**src/rtl/iir_decimator.sv**
```systemverilog
// Averaging decimator: sums N = 2^DECIM_LOG2 valid samples and emits their floor average
// into a 2-entry output FIFO with ready/valid handshake and a sticky overrun flag.
module iir_decimator #(
   parameter int DECIM_LOG2 = 3
) (
   input  logic               clk,
   input  logic               rst_n,
   input  logic signed [15:0] din,
   input  logic               din_valid,
   output logic signed [15:0] dout,
   output logic               dout_valid,
   input  logic               dout_ready,
   output logic               overrun
);

   localparam int AW = 16 + DECIM_LOG2;
   localparam logic [DECIM_LOG2-1:0] CNT_LAST = {DECIM_LOG2{1'b1}};
   localparam logic [DECIM_LOG2-1:0] CNT_ONE  = DECIM_LOG2'(1);

   typedef enum logic [1:0] {
      OCC_EMPTY = 2'd0,
      OCC_ONE   = 2'd1,
      OCC_FULL  = 2'd2
   } occ_t;

   logic signed [AW-1:0]         r_acc;
   logic        [DECIM_LOG2-1:0] r_cnt;
   occ_t                         r_occ;
   logic signed [15:0]           r_head;
   logic signed [15:0]           r_tail;
   logic                         r_dout_valid;
   logic                         r_overrun;

   logic signed [AW-1:0]         w_sum;
   logic signed [AW-1:0]         w_avg;
   logic signed [15:0]           w_result;
   logic                         w_push;
   logic                         w_pop;
   logic        [1:0]            w_push_pop;
   occ_t                         w_occ_nxt;
   logic signed [15:0]           w_head_nxt;
   logic signed [15:0]           w_tail_nxt;
   logic                         w_drop;

   // The sum of N 16-bit values always fits AW bits, so the shifted average fits 16 bits.
   assign w_sum      = r_acc + {{DECIM_LOG2{din[15]}}, din};
   assign w_avg      = w_sum >>> DECIM_LOG2;
   assign w_result   = w_avg[15:0];
   assign w_push     = din_valid & (r_cnt == CNT_LAST);
   assign w_pop      = r_dout_valid & dout_ready;
   assign w_push_pop = {w_push, w_pop};

   // Accumulate valid samples; the Nth sample closes the block and restarts from zero.
   always_ff @(posedge clk or negedge rst_n) begin
      if (!rst_n) begin
         r_acc <= '0;
         r_cnt <= '0;
      end else if (din_valid) begin
         if (r_cnt == CNT_LAST) begin
            r_acc <= '0;
            r_cnt <= '0;
         end else begin
            r_acc <= w_sum;
            r_cnt <= r_cnt + CNT_ONE;
         end
      end
   end

   // Next FIFO state; the head register is what dout presents.
   always_comb begin
      w_occ_nxt  = r_occ;
      w_head_nxt = r_head;
      w_tail_nxt = r_tail;
      w_drop     = 1'b0;
      case (r_occ)
         OCC_EMPTY: begin
            if (w_push) begin
               w_head_nxt = w_result;
               w_occ_nxt  = OCC_ONE;
            end else begin
               w_occ_nxt  = OCC_EMPTY;
            end
         end
         OCC_ONE: begin
            case (w_push_pop)
               2'b11:   w_head_nxt = w_result;
               2'b10: begin
                  w_tail_nxt = w_result;
                  w_occ_nxt  = OCC_FULL;
               end
               2'b01:   w_occ_nxt  = OCC_EMPTY;
               default: w_occ_nxt  = OCC_ONE;
            endcase
         end
         OCC_FULL: begin
            case (w_push_pop)
               2'b11: begin
                  w_head_nxt = r_tail;
                  w_tail_nxt = w_result;
               end
               2'b10:   w_drop = 1'b1;
               2'b01: begin
                  w_head_nxt = r_tail;
                  w_occ_nxt  = OCC_ONE;
               end
               default: w_occ_nxt = OCC_FULL;
            endcase
         end
         default: w_occ_nxt = OCC_EMPTY;
      endcase
   end

   // FIFO storage, registered valid and sticky overrun.
   always_ff @(posedge clk or negedge rst_n) begin
      if (!rst_n) begin
         r_occ        <= OCC_EMPTY;
         r_head       <= 16'sd0;
         r_tail       <= 16'sd0;
         r_dout_valid <= 1'b0;
         r_overrun    <= 1'b0;
      end else begin
         r_occ        <= w_occ_nxt;
         r_head       <= w_head_nxt;
         r_tail       <= w_tail_nxt;
         r_dout_valid <= (w_occ_nxt != OCC_EMPTY);
         r_overrun    <= r_overrun | w_drop;
      end
   end

   assign dout       = r_head;
   assign dout_valid = r_dout_valid;
   assign overrun    = r_overrun;

endmodule

```
**config.mk**
```make
export PLATFORM = sky130hd
export DESIGN_NAME = iir_decimator
export DESIGN_NICKNAME = d
export VERILOG_FILES = /design/src/rtl/iir_decimator.sv
export SDC_FILE = /design/constraint.sdc
export NUM_CORES = 1
export LEC_CHECK = 0
export ABC_AREA = 1
export CAP_MARGIN = 20
export CELL_PAD_IN_SITES_DETAIL_PLACEMENT = 1
export CELL_PAD_IN_SITES_GLOBAL_PLACEMENT = 2
export CORE_ASPECT_RATIO = 1.4
export CORE_MARGIN = 2
export CORE_UTILIZATION = 36
export DETAILED_ROUTE_END_ITERATION = 6
export GPL_TIMING_DRIVEN = 0
export PLACE_DENSITY = 0.83
export SYNTH_ARGS = -nofsm -noshare
export SYNTH_HDL_FRONTEND = slang
export SYNTH_SLANG_ARGS = --single-unit
```
**constraint.sdc**
```tcl
create_clock -name clk -period 3.2 [get_ports clk]
set_clock_uncertainty 0.05 [all_clocks]
set_input_delay 0.8 -clock clk [delete_from_list [all_inputs] [get_ports clk]]
set_output_delay 0.8 -clock clk [all_outputs]
set_load 0.02 [all_outputs]
```
==> flow_summary_export.csv <==
group,metric,value,unit
run_status,outcome,"complete, no violations",
drt,first_pass_iters,4,
timing,hold_slack,0.3938,ns
place,gp_congestion,0.8480,
place,numPortBuffers,37,
grt,track_usage,21.47,%
place,dp_cells,647,
timing,setup_viol,0,
grt,grt-ovfl-total,0,
worst_setup_path,critPathCaptureType,"flip-flop",
clocking,h-tree-depth,3,
drt,drt_iter0_drc,155,
clocking,clock_sinks,58,
timing,fin_ws,0.4408,ns
synth,synth_nets,517,
timing,fmax,362.4,MHz
drt,drtAntennaViolNets,0,
worst_setup_path,crit_fanout,4,
synth,synth.top_cell.area_share,40.11,%
worst_hold_path,hold_path.class,"in2async",
clocking,ctsResizeCount,0,
timing,worst_pin_slew,0.5972,ns
timing,max_slew_margin,60.18,%
drt,vias,3268,
synth,synth_area,3618,um2
drt,met1Wirelength,4688,um
drt,wl_met2,5422,um
clocking,path_clk_slew,0.05,ns
drt,routed_wirelength,10450,um
cells_and_area,fin_cells,663,
cells_and_area,drive_above_1_share,12.50,%
drt,dr.max_layer_used,"met4",
timing,period_minus_slack,2.759,ns
clocking,cts_tree,"yes",
timing,post-route-period-util,86.22,%
clocking,cts_buffer_depth,2,
synth,ys_ff_latch,58,
synth,yosys.area.top_type,"dfrtp_1",
clocking,insertion_delay,0.33,ns
clocking,postCtsSetupRepairBufs,0,
floorplanning,die_x,88.73,um
pwr,p_total,4.597,mW
synth,synth_warnings,0,
drt,drc,0,
worst_setup_path,worstSetupPathType,"in2reg",
grt,grt_pass1_vias,3543,
floorplanning,rows,43,
grt,grt_max_degree,40,
clocking,cts_buffers,9,
run,cap_viol_max_count,0,
synth,synth_edf_count,0,
synth,synth_cell_types,34,
cells_and_area,fill_cells,1235,
synth,async_flop_share,100.0,%
synth,synth.most_common_cell,"nand2_1",
place,dp_slack,0.07111,ns
synth,syn_inst,474,
cells_and_area,final_core_util,45.15,%
pwr,ir_drop,0.3254,mV
floorplanning,die_area,10880,um2
place,post_dp_cell_area,4173,um2
timing,finalSetupTns,0,ns
timing,maxSlewViolCount,0,
grt,antenna_found_initial,0,
synth,avgSynthCellArea,7.634,um2
cells_and_area,nets,566,
pwr,p_leak,2.284,nW
timing,rsz0062_at_grt,"false",
floorplanning,core,9846,um2
worst_setup_path,startpoint_type,"input port",
cells_and_area,antenna_cells,0,
cells_and_area,fin_area,4446,um2
worst_setup_path,required,3.36,ns
floorplanning,die_y,122.6,um
clocking,clockRootBuffer,"clkbuf_16",
pwr,p_per_area,1034,nW/um2
timing,hold_viol_final,0,
synth,synth-seq-area-share,40.11,%
synth,synth_ff_type,"dfrtp_1",
worst_setup_path,critPathArrivalTime,2.92,ns
place,hpwlAfterDp,8235,um
floorplanning,start_util,36.75,%
floorplanning,ioPinCount,38,
clocking,hold_buffers,0,
drt,wire_per_inst,15.77,um
drt,routed_via_density,4.929,
cells_and_area,area_delta_synth_final,22.86,%
drt,wl_met3,168,um
grt,grt_pass1_wl,17650,um
synth,synthTopCellsByArea,"dfrtp_1 40%, nand2_1 15%, ha_1 7.6%",
synth,yosys-top-cells-count,"145 x nand2_1, 58 x dfrtp_1, 40 x inv_1, 38 x nor2_1, 32 x nand3_1",
[cell families after synthesis]
group                    Yosys count  share of synthesized area [%]
AO/OA/AOI/OAI                     77                          12.55
XOR/XNOR                           5                          1.210
adder cells (fa/ha/maj)           23                          8.160
buffers and inverters             55                          6.258
flip-flops                        58                          40.11
AND/OR/NAND/NOR                  256                          31.71
[cell usage in the layout, fill, tap and decap left out, types with 2 or more instances in the layout]
cell type,instances
nand4_1,3
ha_1,22
clkbuf_16,9
nor2_1,38
xnor2_1,5
o21a_1,2
a31oi_1,6
a22o_1,7
a21oi_1,19
nand2_1,145
o21bai_1,2
nand2_2,20
clkbuf_1,4
nand3_2,7
nor2_4,2
buf_4,2
clkdlybuf4s50_1,36
buf_2,5
o21ai_0,21
inv_1,40
clkinv_2,3
and2_1,3
clkinvlp_4,2
dfrtp_1,58
a21oi_2,4
nand3b_1,2
o21ai_1,13
nand3_1,32
inv_2,5
[worst max-delay path, stage by stage]
cell,delay [ns]
clkdlybuf4s50_1,0.41
ha_1,0.25
fa_1,0.48
nand3_1,0.12
nand3_2,0.10
nand2_1,0.09
nand2_2,0.07
xnor2_1,0.36
and2_0,0.19
o21ai_1,0.06
[where the power goes]
group	leakage [nW]	switching [mW]	internal (mW)
Combinational	1.42	1.55	0.923
Sequential	0.729	0.172	1.04
Clock	0.131	0.364	0.541
Total	2.28	2.09	2.51
[routing by layer]
| metal | vias up | track usage [%] |
|---|---|---|
| li1 | 1645 | - |
| met1 | 1573 | 26.21 |
| met2 | 37 | 38.39 |
| met3 | 13 | 2.219 |
| met4 | 0 | 7.670 |
| met5 | - | 0 |
[final cells by class]
type / count / area, um2 / share of cell area (%)
clock inverters: 5 / 30.03 / 0.6755
repair buffers: 38 / 385.4 / 8.669
plain buffers: 10 / 57.56 / 1.295
inverters: 45 / 168.9 / 3.800
well taps: 135 / 168.9 / 3.800
flip-flops and latches: 58 / 1451 / 32.65
clock buffers: 11 / 242.7 / 5.460
multi-input cells: 361 / 1941 / 43.65
[worst paths after layout]
path / start / endpoint / slack, ns / cells after the start
worst max-delay path: din[0] / dout[3] / 0.44 / 10
worst min-delay path: rst_n / r_acc[5] / 0.39 / 1
worst max register to register: r_cnt[0] / dout[9] / 0.88 / 12
worst min register to register: overrun / overrun / 0.41 / 1
max in group asynchronous: rst_n / dout[9] / 2.11 / 2
min in group clk: overrun / overrun / 0.41 / 1
[state kept, by name, summed over array words and instances (netlist names)]
name,cells
r_acc,19
dout,16
r_tail,16
r_cnt,3
r_occ,2
dout_valid,1
overrun,1
Power figures use the tool's default switching activity.
